### config.mk
export PLATFORM = sky130hd
export DESIGN_NAME = rand_dispenser_flat
export DESIGN_NICKNAME = d
export VERILOG_FILES = /design/src/rtl/rand_pkg.sv /design/src/rtl/rand_dispenser_if.sv /design/src/rtl/lfsr64_step.sv /design/src/rtl/rand_dispenser.sv /design/src/flat_wrapper.sv
export SDC_FILE = /design/constraint.sdc
export NUM_CORES = 1
export LEC_CHECK = 0
export ABC_AREA = 0
export CORE_MARGIN = 2
export CORE_UTILIZATION = 49
export CTS_BUF_LIST = sky130_fd_sc_hd__clkbuf_16
export DETAILED_ROUTE_END_ITERATION = 16
export HOLD_SLACK_MARGIN = 0.12
export PLACE_DENSITY = 0.77
export REMOVE_ABC_BUFFERS = 1
export SLEW_MARGIN = 20
export SYNTH_ARGS = -nofsm -noshare
export SYNTH_HDL_FRONTEND = slang
export SYNTH_SLANG_ARGS = --single-unit
### constraint.sdc
create_clock -name clk -period 2.4 [get_ports clk]
set_clock_uncertainty 0.2 [all_clocks]
set_input_delay 0.48 -clock clk [delete_from_list [all_inputs] [get_ports clk]]
set_output_delay 0.48 -clock clk [all_outputs]
set_load 0.05 [all_outputs]
### src/rtl/rand_pkg.sv
// Shared constants and FSM state type for the random-word dispenser.
package rand_pkg;

  localparam logic [63:0] LFSR_POLY    = 64'h1B;
  localparam logic [63:0] DEFAULT_SEED = 64'h0c45f864_04e4684a;

  // WARMUP: LFSR free-runs to mix the seed; RUN: words handed out on grant.
  typedef enum logic {
    S_WARMUP = 1'b0,
    S_RUN    = 1'b1
  } rand_state_e;

endpackage : rand_pkg

### src/rtl/rand_dispenser_if.sv
// Request/grant and reseed signals between requesters and the dispenser.
interface rand_dispenser_if #(
  parameter int NUM_REQ = 4,
  parameter int WIDTH   = 32
);
  localparam int IW = $clog2(NUM_REQ);

  logic [NUM_REQ-1:0] req;
  logic [NUM_REQ-1:0] gnt;
  logic [WIDTH-1:0]   rand_data;
  logic [IW-1:0]      rand_id;
  logic               reseed_valid;
  logic [63:0]        reseed_value;
  logic               reseed_ready;
  logic               busy;

  // Requester / reseed-command side.
  modport master (
    output req, reseed_valid, reseed_value,
    input  gnt, rand_data, rand_id, reseed_ready, busy
  );

  // Dispenser side.
  modport slave (
    input  req, reseed_valid, reseed_value,
    output gnt, rand_data, rand_id, reseed_ready, busy
  );
endinterface : rand_dispenser_if

### src/rtl/lfsr64_step.sv
// One step of the 64-bit Galois LFSR, purely combinational.
module lfsr64_step
  import rand_pkg::*;
(
  input  logic [63:0] cur_i,
  output logic [63:0] nxt_o
);
  // Shift left; fold the outgoing MSB back through the feedback taps.
  always_comb begin
    nxt_o = {cur_i[62:0], 1'b0} ^ ({64{cur_i[63]}} & LFSR_POLY);
  end
endmodule : lfsr64_step

### src/rtl/rand_dispenser.sv
// Shared-LFSR random word dispenser with zero-latency round-robin grant.
module rand_dispenser
  import rand_pkg::*;
#(
  parameter int          NUM_REQ = 4,
  parameter int          WIDTH   = 32,
  parameter int          WARMUP  = 8,
  parameter logic [63:0] SEED    = DEFAULT_SEED
) (
  input logic              clk,
  input logic              reset,
  rand_dispenser_if.slave  bus
);
  localparam int IW = $clog2(NUM_REQ);

  rand_state_e  state_q, state_d;
  logic [63:0]  lfsr_q, lfsr_d;
  logic [7:0]   cnt_q, cnt_d;
  logic [IW-1:0] ptr_q, ptr_d;

  logic [63:0]  lfsr_step;
  logic         found;
  logic [IW-1:0] sel;

  lfsr64_step u_step (
    .cur_i (lfsr_q),
    .nxt_o (lfsr_step)
  );

  // Round-robin search: first active request at or after ptr, wrapping.
  always_comb begin
    found = 1'b0;
    sel   = '0;
    for (int k = 0; k < NUM_REQ; k++) begin
      int j;
      j = int'(ptr_q) + k;
      if (j >= NUM_REQ) j = j - NUM_REQ;
      if (!found && bus.req[j]) begin
        found = 1'b1;
        sel   = IW'(j);
      end
    end
  end

  // Next state and outputs; a reseed in RUN pre-empts any grant.
  always_comb begin
    state_d          = state_q;
    lfsr_d           = lfsr_q;
    cnt_d            = cnt_q;
    ptr_d            = ptr_q;
    bus.gnt          = '0;
    bus.rand_data    = '0;
    bus.rand_id      = '0;
    bus.reseed_ready = 1'b0;
    bus.busy         = 1'b1;
    unique case (state_q)
      S_WARMUP: begin
        lfsr_d = lfsr_step;
        cnt_d  = cnt_q + 8'd1;
        if (cnt_q == 8'(WARMUP - 1)) begin
          state_d = S_RUN;
          cnt_d   = '0;
        end
      end
      S_RUN: begin
        bus.busy         = 1'b0;
        bus.reseed_ready = 1'b1;
        if (bus.reseed_valid) begin
          // An all-zero LFSR would lock up, so substitute the reset seed.
          lfsr_d  = (bus.reseed_value == 64'd0) ? SEED : bus.reseed_value;
          cnt_d   = '0;
          state_d = S_WARMUP;
        end else if (found) begin
          bus.gnt[sel]  = 1'b1;
          bus.rand_id   = sel;
          bus.rand_data = lfsr_q[WIDTH-1:0];
          lfsr_d        = lfsr_step;
          ptr_d         = (sel == IW'(NUM_REQ - 1)) ? '0 : sel + IW'(1);
        end
      end
      default: state_d = S_WARMUP;
    endcase
    // Reset overrides whatever the current state would present.
    if (reset) begin
      bus.gnt          = '0;
      bus.rand_data    = '0;
      bus.rand_id      = '0;
      bus.reseed_ready = 1'b0;
      bus.busy         = 1'b1;
    end
  end

  // State registers; reset restarts a full warmup from the seed.
  always_ff @(posedge clk) begin
    if (reset) begin
      state_q <= S_WARMUP;
      lfsr_q  <= SEED;
      cnt_q   <= '0;
      ptr_q   <= '0;
    end else begin
      state_q <= state_d;
      lfsr_q  <= lfsr_d;
      cnt_q   <= cnt_d;
      ptr_q   <= ptr_d;
    end
  end
endmodule : rand_dispenser

### src/flat_wrapper.sv
// flat-port wrapper written by rule: the top's interface ports become plain ports
module rand_dispenser_flat import rand_pkg::*;
#(
  parameter int          NUM_REQ = 4,
  parameter int          WIDTH   = 32,
  parameter int          WARMUP  = 8,
  parameter logic [63:0] SEED    = DEFAULT_SEED
)
  (clk, reset, bus_req, bus_reseed_valid, bus_reseed_value, bus_gnt, bus_rand_data, bus_rand_id, bus_reseed_ready, bus_busy);
  rand_dispenser_if #(.NUM_REQ(NUM_REQ), .WIDTH(WIDTH)) bus_i ();
  input logic clk;
  input logic reset;
  input wire logic [$bits(bus_i.req)-1:0] bus_req;
  input wire logic [$bits(bus_i.reseed_valid)-1:0] bus_reseed_valid;
  input wire logic [$bits(bus_i.reseed_value)-1:0] bus_reseed_value;
  output wire logic [$bits(bus_i.gnt)-1:0] bus_gnt;
  output wire logic [$bits(bus_i.rand_data)-1:0] bus_rand_data;
  output wire logic [$bits(bus_i.rand_id)-1:0] bus_rand_id;
  output wire logic [$bits(bus_i.reseed_ready)-1:0] bus_reseed_ready;
  output wire logic [$bits(bus_i.busy)-1:0] bus_busy;
  assign bus_i.req = bus_req;
  assign bus_i.reseed_valid = bus_reseed_valid;
  assign bus_i.reseed_value = bus_reseed_value;
  assign bus_gnt = bus_i.gnt;
  assign bus_rand_data = bus_i.rand_data;
  assign bus_rand_id = bus_i.rand_id;
  assign bus_reseed_ready = bus_i.reseed_ready;
  assign bus_busy = bus_i.busy;
  rand_dispenser #(.NUM_REQ(NUM_REQ), .WIDTH(WIDTH), .WARMUP(WARMUP), .SEED(SEED)) u_core (.clk(clk), .reset(reset), .bus(bus_i));
endmodule
======== Word-level counts from Yosys, hierarchy flattened ========
Cells that the tools add are included.
word-level totals
  register bits ........................... 75
  bits in latches ......................... 0
  bits in writable memories ............... 0
  ROM bits ................................ 0
  word-level logic and storage cells ...... 92
  memories ................................ 0
cells by class
  add/subtract/negate cells ............... 9
  $mul .................................... 0
  div/mod/pow operators ................... 0
  magnitude comparators ................... 10
  equal/unequal tests ..................... 4
  shift-type cells ........................ 0
  muxes and demuxes ....................... 53
  bitwise logic cells ..................... 3
  reductions and logical operators ........ 9
operator list
  cell                                                                 number
  2-to-1 mux 32 bit                                                    8
  2-to-1 mux 64 bit                                                    3
  < comparator 32 x 4 -> 1 bit (second input constant)                 4
  case mux 64 bit (2 select lines)                                     1
  greater-or-equal comparator 32 x 4 -> 1 bit (second input constant)  3
  subtractor 32 x 4 -> 32 bit (second input constant)                  3
  zero test 64 bit                                                     1
  XOR 64 x 5 -> 64 bit                                                 1
  2-to-1 mux 1 bit                                                     19
  2-to-1 mux 2 bit                                                     9
  2-to-1 mux 4 bit                                                     4
  2-to-1 mux 8 bit                                                     2
  case mux 8 bit (2 select lines)                                      1
  adder 8 x 1 -> 8 bit (second input constant)                         1
  binary-select mux 1 bit (select 2 bit)                               4
  == test 8 x 3 -> 1 bit (second input constant)                       1
  adder 2 x 2 -> 3 bit (second input constant)                         2
  logical AND 1 bit                                                    4
  subtractor 2 x 3 -> 4 bit (second input constant)                    1
  adder 2 x 1 -> 3 bit (second input constant)                         1
  greater-or-equal comparator 2 x 3 -> 1 bit (second input constant)   1
  zero test 1 bit                                                      3
  < comparator 2 x 3 -> 1 bit (second input constant)                  1
  != test 3 bit (second input constant)                                1
  other kinds (8)                                                      9

======== Logic depth before layout (Yosys ltp) ========
  depth after elaboration ................. 23
  mapped depth ............................ 8
  mapped depth without buffers ............ 8

======== Cells and area by module ========
A second synthesis with hierarchy kept.
unflattened totals
  cells, all modules ...................... 607
  area total of the unflattened synthesis .. 4655.7 um^2
by module, submodules not included
  module          instances  cells each  area each (um^2)
  rand_dispenser  1          543         4171.5
  lfsr64_step     1          64          484.2

======== Worst setup path before layout ========
No wires, ideal clock.
  path type ............................... reg2out
  from .................................... reg u_core.state_q
  to ...................................... out bus_rand_id[1]
  data arrival time ....................... 2.622 ns
  path slack .............................. -0.902 ns
  stages on the path, launching flop included .. 6
  path buffers ............................ 1
  cell sequence ........................... dfxtp_1 -> clkbuf_1 -> nand2b_1 -> inv_1 -> nand2b_1 -> nor3_1
on the way
  word-level cells in the longest chain between the ends .. 2
ends and longest elaborated chain
  what                    line                   text
  start, declared         rand_dispenser.sv:16   rand_state_e state_q, state_d;
  start signal, assigned  rand_dispenser.sv:101  state_q <= state_d;
  2-to-1 mux 2 bit        rand_dispenser.sv:56   unique case (state_q)
  2-to-1 mux 2 bit        rand_dispenser.sv:84   if (reset) begin
  end, declared           flat_wrapper.sv:18     output wire logic [$bits(bus_i.rand_id)-1:0] bus_rand_id;
No other way between the ends.

======== Final worst setup path ========
  from .................................... reg u_core.ptr_q[1]
  to ...................................... out bus_gnt[2]
on the way
  word-level cells in the longest chain between the ends .. 23
ends and longest elaborated chain
  what                                                                  line                   text
  start, declared                                                       rand_dispenser.sv:19   logic [IW-1:0] ptr_q, ptr_d;
  start signal, assigned                                                rand_dispenser.sv:104  ptr_q <= ptr_d;
  branches (longest 19 deep; another with subtractor 32 x 4 -> 32 bit)  -
  2-to-1 mux 4 bit (*)                                                  rand_dispenser.sv:73   end else if (found) begin
  2-to-1 mux 4 bit (*)                                                  rand_dispenser.sv:68   if (bus.reseed_valid) begin
  2-to-1 mux 4 bit (*)                                                  rand_dispenser.sv:56
  2-to-1 mux 4 bit (*)                                                  rand_dispenser.sv:84
  end, declared                                                         flat_wrapper.sv:16     output wire logic [$bits(bus_i.gnt)-1:0] bus_gnt;
Every way passes the cells marked *. The select of a mux whose other input is x is not followed.

==> run metrics <==
Critical Path RT 1.72 ns; slew margin rel. 46.4%; period utilization 104%; Pleak approximately 3.2 nW; type of the worst setup path reg -> out; Initial Util 49.8%; Clock Sinks 75; ANT nets after route 0; final wirelength around 16 mm; sequential share of the synthesized area 37.1%; crit path setup slack, layout -0.0901 ns; Vias/cell between 6 and 7; Final Hold Fails 0; H-tree depth 3; mapped cell area 4050 µm²; Post-Place Cell Area between 5000 and 6000 µm²; P per Cell Area 457 nW/µm²; CTS tree yes; Final Critical Period 2.49 ns; first-pass GRT wire length 22.4 mm; WL/cell 19.8 µm; DIE AREA 9010 µm²; clk slew on worst S/H paths 0.06 ns; clock buffer count from CTS 9; num rows 33; Mapped Cells 514; Synth area leader dfxtp_1; Clock Path Buffers 2; Slew Viols, Final 0; Place WS -0.484 ns; post-route DRC violation count 0; DR vias roughly 4800; synthesized area per cell 7.88 µm²; CP endpoint kind output port; Final HPWL DP 8.63 mm; Die W 94.9 µm; outcome complete, but fails checks; unrepaired setup endpoints after global routing true; power consumption 3.18 mW; Core Box Area 8130 µm²; Post-synth EDFFs 0; Finish-stage setup viols 37; final net count 753; startpoint types register; FFs w/ async S/R, synth 0%; worst path arrival time 1.81 ns; Slew @ Worst Pin 0.804 ns; Max Cap Violations 0; failing checks setup timing; Crit Path Max Fanout 5; pin count of the biggest net entering global routing 75; Pre-antenna DRT Iters 6; worst min path class reg -> reg; initial DRC count 407; Ys Warns 0; layout cell share with drive strength beyond 1 about a third; hold path startpoint u_core.lfsr_q[45]; Port Buf Inserts 110; reg-to-reg startpoint u_core.state_q; vias in the first global route 4733; Max VDD drop between 0.3 and 0.4 mV; final instance area 6970 µm²; Yosys reg bits 75; Final Wtd Congestion 0.840; Yosys top cell area share 37.1%; Post-synth top cells 89 x nand2_1, 77 x nor2_1, 75 x dfxtp_1; GRT Util Overall between 30% and 40%; Synth area leaders dfxtp_1 37%, a311oi_1 8.6%, nand2_1 8.2%; Root Driver clkbuf_16; initial antenna violation count 1; Die Ht ~95 µm; total grt overflow 0; crit path launch u_core.ptr_q[1]; count leader, synth nand2_1; Primary FF master, synth dfxtp_1; count of cell types in the netlist 37; clk_lat worst skew 0.33 ns; area growth from synthesis to layout 72.0%; Ports around 110; fmax 0.402 GHz
[worst max-delay path, stage by stage, from the launching register on]
cell and delay [ns]:
dfxtp_2 0.37, nand2_1 0.07, nand2_1 0.08, a21oi_2 0.05
o22ai_1 0.24, inv_1 0.16, ha_2 0.21, and2_4 0.15
buf_8 0.14
[registers in the layout, indices dropped and copies added (netlist names)]
signal and count:
u_core.lfsr_q 64, u_core.ptr_q 2, u_core.state_q 1, u_core.cnt_q 8
[per-layer routing]
| metal | track usage, % | wire (µm) |
|---|---|---|
| met1 | 36.0 | 5590 |
| met2 | 57.6 | 7930 |
| met3 | 4.31 | 1290 |
| met4 | 17.1 | 790 |
| met5 | 0 | 0 |
[cells by family after synthesis]
kind of cell             after synthesis  synth area share, %
AO/OA/AOI/OAI                        136                 25.1
XOR/XNOR                               4                0.865
adder cells (fa/ha/maj)                5                 1.54
buffers and inverters                 50                 7.69
flip-flops                            75                 37.1
multiplexers                           1                0.247
AND/OR/NAND/NOR                      243                 27.5
[repair_timing]
action,CTS,global route
pin swaps,16,32
hold buffers,0,0
buffers inserted,5,4
resized for setup,81,76
cloned,3,2
endpoints found under the setup margin,63,62
[worst paths after layout]
path,slack (ns),end,cells after the start
worst max-delay path,-0.09,bus_gnt[2],8
worst min-delay path,0.25,u_core.lfsr_q[45],1
worst max register to register,0.25,u_core.lfsr_q[8],6
worst min register to register,0.25,u_core.lfsr_q[45],1
[power by group]
group          internal, mW  switching [mW]
Sequential             1.31          0.0540
Clock                 0.897           0.512
Combinational         0.227           0.182
[cell usage in the layout, fill, tap and decap left out, drive strengths merged, types with 3 or more instances in the layout]
| master | count |
|---|---|
| inv | 7 |
| nor4 | 17 |
| a211o | 24 |
| dfxtp | 75 |
| and2 | 38 |
| nand4 | 5 |
| clkdlybuf4s50 | 27 |
| nor3 | 5 |
| nand2b | 3 |
| clkbuf | 11 |
| dlymetal6s2s | 36 |
| a311oi | 40 |
| nand3 | 3 |
| o21ai | 32 |
| clkinv | 3 |
| ha | 5 |
| nand2 | 89 |
| a21oi | 31 |
| buf | 128 |
| nor2 | 77 |
[through the flow]
step,hold WS (ns),TNS [ns],util [%],instances
5_1_grt,0.283,-3.43,85.7,788
3_3_place_gp,0.237,-28.92,73.6,758
6_report,0.254,-1.26,85.7,788
4_1_cts,0.258,-1.23,81.7,782
3_5_place_dp,0.244,-32.44,73.6,758
2_1_floorplan,0.230,-84.22,-,470
[layout make-up]
type | count | area [µm²]
sequential | 75 | 1510
multi-input combinational | 389 | 2550
inverter | 6 | 22.5
clock buffer | 9 | 225
antenna | 1 | 2.50
fill | 368 | 1160
tap | 105 | 131
clock inverter | 7 | 83.8
timing repair buffer | 196 | 2440
No activity file was read; power rests on OpenSTA's default activity.
